$ cat src/rtl/alu2_arbiter.sv
// alu2_arbiter: round-robin arbiter sharing one 2-bit add/xor datapath
// between NREQ requesters, with a single-entry registered response slot.
// Optional perf counters are built when ALU2_ARB_PERF_EN is defined.

// Shared 2-bit datapath: sel=1 -> (a+b) mod 4, sel=0 -> a^b.
module alu2_dp (
  input  logic [1:0] a,
  input  logic [1:0] b,
  input  logic       sel,
  output logic [1:0] y
);
  // The add differs from xor only in the carry from bit 0 into bit 1.
  always_comb begin
    y[0] = a[0] ^ b[0];
    y[1] = a[1] ^ b[1] ^ (sel & a[0] & b[0]);
  end
endmodule

module alu2_arbiter #(
  parameter int NREQ = 4,
  parameter int IDW  = $clog2(NREQ)
) (
  input  logic              clk,
  input  logic              rst_n,
  input  logic [NREQ-1:0]   req_valid,
  output logic [NREQ-1:0]   req_ready,
  input  logic [2*NREQ-1:0] req_a,
  input  logic [2*NREQ-1:0] req_b,
  input  logic [NREQ-1:0]   req_sel,
  output logic              rsp_valid,
  input  logic              rsp_ready,
  output logic [1:0]        rsp_y,
  output logic              rsp_sel,
  output logic [IDW-1:0]    rsp_id
`ifdef ALU2_ARB_PERF_EN
  ,
  output logic [15:0]       perf_add_cnt,
  output logic [15:0]       perf_xor_cnt
`endif
);

  typedef enum logic {EMPTY = 1'b0, FULL = 1'b1} state_t;

  state_t         state;
  logic [IDW-1:0] ptr;
  logic           gnt_found;
  logic [IDW-1:0] gnt_idx;
  logic [1:0]     dp_a;
  logic [1:0]     dp_b;
  logic           dp_sel;
  logic [1:0]     dp_y;
  logic           can_accept;
  logic           accept;

  assign rsp_valid  = (state == FULL);
  assign can_accept = (state == EMPTY) || rsp_ready;
  assign accept     = can_accept && gnt_found;

  // Round-robin search starting at ptr; also steers the winner's operands.
  always_comb begin
    int j;
    gnt_found = 1'b0;
    gnt_idx   = '0;
    dp_a      = '0;
    dp_b      = '0;
    dp_sel    = 1'b0;
    j         = 0;
    for (int k = 0; k < NREQ; k++) begin
      j = int'(ptr) + k;
      if (j >= NREQ) j = j - NREQ;
      if (!gnt_found && req_valid[j]) begin
        gnt_found = 1'b1;
        gnt_idx   = IDW'(j);
        dp_a      = req_a[2*j +: 2];
        dp_b      = req_b[2*j +: 2];
        dp_sel    = req_sel[j];
      end
    end
  end

  // One-hot ready to the winner, only when the slot can take a result.
  always_comb begin
    req_ready = '0;
    if (accept) req_ready[gnt_idx] = 1'b1;
  end

  alu2_dp u_dp (
    .a   (dp_a),
    .b   (dp_b),
    .sel (dp_sel),
    .y   (dp_y)
  );

  // Slot FSM: load on accept (also covers drain+accept), drain to EMPTY otherwise.
  always_ff @(posedge clk or negedge rst_n) begin
    if (!rst_n) begin
      state   <= EMPTY;
      ptr     <= '0;
      rsp_y   <= '0;
      rsp_sel <= 1'b0;
      rsp_id  <= '0;
    end else if (accept) begin
      state   <= FULL;
      rsp_y   <= dp_y;
      rsp_sel <= dp_sel;
      rsp_id  <= gnt_idx;
      ptr     <= (gnt_idx == IDW'(NREQ-1)) ? '0 : gnt_idx + 1'b1;
    end else if (state == FULL && rsp_ready) begin
      state <= EMPTY;
    end
  end

`ifdef ALU2_ARB_PERF_EN
  // Saturating per-op accept counters.
  always_ff @(posedge clk or negedge rst_n) begin
    if (!rst_n) begin
      perf_add_cnt <= '0;
      perf_xor_cnt <= '0;
    end else if (accept) begin
      if (dp_sel && perf_add_cnt != 16'hFFFF) perf_add_cnt <= perf_add_cnt + 16'd1;
      if (!dp_sel && perf_xor_cnt != 16'hFFFF) perf_xor_cnt <= perf_xor_cnt + 16'd1;
    end
  end
`endif

endmodule
$ cat config.mk
export PLATFORM = sky130hd
export DESIGN_NAME = alu2_arbiter
export DESIGN_NICKNAME = d
export VERILOG_FILES = /design/src/rtl/alu2_arbiter.sv
export SDC_FILE = /design/constraint.sdc
export NUM_CORES = 1
export LEC_CHECK = 0
export ABC_AREA = 1
export CORE_AREA = 3 3 72 47
export CTS_CLUSTER_SIZE = 30
export DETAILED_ROUTE_END_ITERATION = 7
export DIE_AREA = 0 0 75 50
export GPL_TIMING_DRIVEN = 0
export PLACE_DENSITY = 0.82
export SLEW_MARGIN = 40
export SYNTH_ARGS = -nofsm -noshare
export SYNTH_HDL_FRONTEND = slang
export SYNTH_SLANG_ARGS = --single-unit
$ cat constraint.sdc
create_clock -name clk -period 4.9 [get_ports clk]
set_clock_uncertainty 0.05 [all_clocks]
set_input_delay 0.98 -clock clk [delete_from_list [all_inputs] [get_ports clk]]
set_output_delay 0.98 -clock clk [all_outputs]
set_load 0.05 [all_outputs]
Yosys cells after proc, flatten, opt, wreduce, memory -nomap -nowiden
Cells that the tools add are included.
- reductions and logical operators: 11
- $lt $le $gt $ge: 10
- equal/unequal tests: 1
- add/subtract/negate cells: 8
- bitwise gates (word level): 6
- mux-type cells: 54
- shifts and indexed selects: 8
- operators by type and width (operator ; count):
    8-bit by 32-bit variable part select with 2-bit output ; 8
    32-bit by 4-bit less-than comparator with 1-bit output (second input constant) ; 4
    32-bit two-way mux ; 4
    1-bit two-way mux ; 27
    2-bit two-way mux ; 13
    1-bit binary-select mux with 2-bit select ; 8
    3-bit by 3-bit subtractor with 4-bit output (second input constant) ; 3
    3-bit greater-or-equal comparator (second input constant) ; 3
    2-bit by 2-bit adder with 3-bit output (second input constant) ; 2
    1-bit logical AND ; 6
    4-bit two-way mux ; 1
    2-bit by 3-bit subtractor with 4-bit output (second input constant) ; 1
    2-bit by 1-bit adder with 3-bit output (second input constant) ; 1
    2-bit by 3-bit greater-or-equal comparator with 1-bit output (second input constant) ; 1
    1-bit logical NOT ; 3
    2-bit by 3-bit less-than comparator with 1-bit output (second input constant) ; 1
    1-bit XOR ; 3
    2-bit by 1-bit adder with 2-bit output (second input constant) ; 1
    1-bit bitwise AND ; 2
    1-bit demux with 2-bit select ; 1
    2-bit == test (second input constant) ; 1
    2-bit by 1-bit greater-or-equal comparator with 1-bit output (second input constant) ; 1
    2-bit nonzero test ; 1
    1-bit logical OR ; 1
    1-bit inverter ; 1
- register bits: 8
- output and inout port bits: 10
- word-level logic and storage cells: 103
- bits of input ports: 27

Depth between registers and ports, before layout
- depth after elaboration: 20
- gate-level depth with buffers: 19
- mapped depth without buffers: 16

Hierarchy
A second synthesis with hierarchy kept.
- cells, all modules: 239
- area total of the unflattened synthesis: 1422.6 µm²
- by module, submodules not included (module ; seq. area each (µm²) ; area each (µm²) ; instances ; cells each):
    alu2_arbiter ; 200.2 ; 1373.8 ; 1 ; 228
    alu2_dp ; 0.0 ; 48.8 ; 1 ; 11

Worst setup path before layout
Ideal clock, no wire load.
- kind: reg2out
- from: register ptr[0]
- to: output port req_ready[0]
- arrival: 2978 ps
- path buffers: 2
- cell stages (with the launch flop): 15
- setup slack: 892 ps
- data required time: 3870 ps
- path through: dfrtp_1 inv_2 buf_6 buf_2 ha_1 inv_1 nand3_2 nand2_4 inv_2 nor2_4 nand3b_2 o21ai_0 ha_1 inv_1 nor2_1
- cells in the longest elaborated chain, start to end: 20
- ends and longest elaborated chain (element ; line ; RTL):
    start: declaration ; 45 ; logic [IDW-1:0] ptr;
    start signal: assignment ; 107 ; ptr <= (gnt_idx == IDW'(NREQ-1)) ? '0 : gnt_idx + 1'b1;
    branches (longest 19 deep; another with 3-bit by 3-bit subtractor with 4-bit output) ; - ;
    4-bit two-way mux * ; 84 ; if (accept) req_ready[gnt_idx] = 1'b1;
    end: declaration ; 26 ; output logic [NREQ-1:0] req_ready,
Mark *: on every way between the ends. The select of a mux whose other input is x is not followed.

Final worst setup path
- from: input port req_valid[2]
- to: output port req_ready[3]
- cells in the longest elaborated chain, start to end: 18
- ends and longest elaborated chain (element ; line ; RTL):
    start: declaration ; 25 ; input logic [NREQ-1:0] req_valid,
    1-bit binary-select mux with 2-bit select ; 71 ; if (!gnt_found && req_valid[j]) begin
    1-bit two-way mux (not written as such) (2 in series) ; 71 ;
    1-bit two-way mux ; 71 ;
    1-bit logical NOT ; 71 ;
    1-bit logical AND ; 71 ;
    1-bit two-way mux ; 71 ;
    1-bit logical NOT ; 71 ;
    1-bit logical AND ; 71 ;
    [... 2 more ...] ; - ;
    1-bit logical AND ; 71 ;
    2-bit two-way mux * ; 71 ;
    net gnt_idx[1] ; 47 ; logic [IDW-1:0] gnt_idx;
    2-bit by 3-bit less-than comparator with 1-bit output (not written as such) or 2-bit by 1-bit greater-or-equal comparator with 1-bit output (tied branches) ; 84 ;
    1-bit logical AND (not written as such) ; 84 ;
    1-bit two-way mux (not written as such) ; 84 ;
    1-bit demux with 2-bit select * ; 84 ;
    4-bit two-way mux * ; 84 ;
The timed path passes the listed nets; every way through them passes the cells marked *. The select of a mux whose other input is x is not followed.

==> results.cfg <==
[synthesis]
synthCells = 260
synth_edf_count = 0
syn_area_mm2 = 0.00143
synthFlopType = dfrtp_1
yosysMostFrequentCell = nand2_1
synthTopCellsByCount = 111 x nand2_1, 23 x inv_1, 23 x nand3_1
yosys.area.top_type_share = 0.291
ys_seq_area_frac = 0.140
synth.area.top_cells = nand2_1 29%, dfrtp_1 14%, nand3_1 8.0%
yosys.area.top_type = nand2_1
synthArstFlopShare = 1.00
avgSynthCellArea_um2 = 5.51
synth_fp_nets = 296
ys_ff_latch = 8
yosys_warnings = 0
ys_types = 28

[min_path]
hp-class = reg2reg
hold_start = rsp_y[1]
hold_depth = 2

[critical_path]
cp.arrival_ns = 3.47
slowest_stage = clkdlybuf4s50_1
critPathKind = in2out
critPathCaptureType = primary output
cp-startpoint = req_valid[2]
crit_required_ns = 3.87
crit_chain = clkdlybuf4s50_1 -> inv_1 -> nand2_1 -> nand2_1 -> o21ai_2 -> nand3_2 -> o2111ai_1 -> o21ai_1 -> inv_1 -> ha_1 -> inv_1 -> nor2_1 -> dlymetal6s2s_1
worstSetupStartpointType = input pin
reg2reg_from = ptr[0]
crit_fanout = 8
slowest_delay_ns = 0.48
worstRegToRegCells = 15
crit_path_frequent_cell = inv_1

[clocking]
clkSinkCount = 8
htree_levels = 1
path_clk_slew_ns = 0.04
clk_path_buf_depth = 2
clock_latency_ns = 0.23
clockRootBuffer = clkbuf_8
cts_setup_buffers = 0
cts_tree = yes
cts_buffers = 3

[detailed_routing]
antenna_left = 0
via_count = 1746
viasPerCell = 5.24
drt_pre_antenna_iters = 4
wl_um = 4000
drt_iter0_markers = 112
drc = 0
wire_per_inst_um = 12.0

[timing]
rsz0062_at_grt = no
fmax_mhz = 222
hold_ws_ns = 0.429
period_share = 0.919
setup_viol = 0
worst_pin_slew_ns = 0.509
finalHoldViolCount = 0
relSlewSlack = 0.660
slew_violations = 0
fin_crit_ns = 4.50

[floorplanning]
ios = 37
num_rows = 15
fp.dieW_um = 75
die_y_um = 50
core_mm2 = 0.00280
dieArea_mm2 = 0.00375
initial_core_util = 0.512

[cells_and_area]
ff_latch_area_um2 = 200
syn_to_final_growth_pct = 31.7
multi_input_area_mm2 = 0.00105
layout-drive-gt1-share = 0.100
final_area_mm2 = 0.00189
nets = 337
finish.utilization = 0.674
nFillCells = 296
n_antenna_cell = 0

[run_status]
status = finished, final reports clean

[placement]
place_area_mm2 = 0.00183
globalplace.congestion = 0.949
hpwl_um = 3160
io_buffers = 36

[run]
maxCapViolations = 0

[global_routing]
grt_usage = 0.222
grt_antenna_before_repair = 0
grt_max_degree = 12
grt-ovfl-total = 0
grt_pass1_vias = 1440
grt_pass1_wl_um = 6420
## metal layers
layer | vias to the layer above | part of all wire | wire length, um | global-route usage
met5 | - | 0 | 0 | 0
li1 | 904 | - | - | -
met4 | 0 | 0.018 | 73 | 0.0769
met3 | 9 | 0.093 | 373 | 0.0448
met2 | 66 | 0.40 | 1610 | 0.306
met1 | 767 | 0.49 | 1940 | 0.334
## per-stage QoR
stage | worst slack [ns] | TNS, ns | std cells
finish | 0.399 | 0 | 333
CTS | 0.0156 | 0 | 333
global placement | -0.0452 | -0.0844 | 330
global route | 0.182 | 0 | 333
detailed placement | -0.0784 | -0.141 | 330
floorplan | 0.892 | 0 | 260
## state kept, by name (all words and copies together) (netlist names)
register   count
ptr            2
rsp_id         2
rsp_y          2
rsp_sel        1
rsp_valid      1
## cell usage in the layout (no fill, tap or decap), types with 3 or more instances in the layout
master / synthesis / final
nor2_4: 3 / 3
clkbuf_8: 0 / 3
clkdlybuf4s50_1: 0 / 32
ha_1: 9 / 9
nand4_1: 3 / 3
o21ai_0: 19 / 18
dlymetal6s2s_1: 0 / 4
dfrtp_1: 8 / 8
clkbuf_1: 3 / 3
nor2_1: 19 / 19
nand3_1: 23 / 23
buf_4: 3 / 3
nand2_1: 111 / 111
inv_2: 8 / 8
inv_1: 23 / 23
o21ai_1: 5 / 6
## critical path, delay by kind of cell
kind,cells,cell delay (ns)
buffers and inverters,5,1.11
and+or+nand+nor,4,0.46
AOI/OAI and AO/OA,3,0.76
adders and majority gates,1,0.15
## final cells by class
cell class / instances / area share
plain buffers: 9 / 0.0325
clock buffers: 3 / 0.0219
inverters: 31 / 0.0617
multi-input cells: 212 / 0.559
flip-flops and latches: 8 / 0.106
well taps: 34 / 0.0226
repair buffers: 36 / 0.196
## cells by family (layout without fill, tap and decap cells)
kind of cell	Yosys count	in the layout	synth area share
AND/OR/NAND/NOR	169	169	0.519
buffers and inverters	40	79	0.124
AO/OA/AOI/OAI	33	33	0.132
adder cells (fa/ha/maj)	9	9	0.0787
flip-flops	8	8	0.140
XOR/XNOR	1	1	0.00612
## what timing repair did
action	in CTS	in global routing
setup endpoints to repair	4	4
resized for setup	1	4
hold buffers	0	0
## final timing paths
| kind | endpoint | slack [ns] |
|---|---|---|
| hold / removal | rsp_y[1] | 0.43 |
| setup reg to reg | ptr[1] | 1.75 |
| max in group asynchronous | rsp_valid | 3.56 |
| hold reg to reg | rsp_y[1] | 0.43 |
| setup / recovery | req_ready[3] | 0.40 |
| min in group asynchronous | ptr[1] | 0.98 |
Power is left out: the tool's default activity adds up to more than one toggle a clock period on the data nets, which glitch-free logic cannot reach.
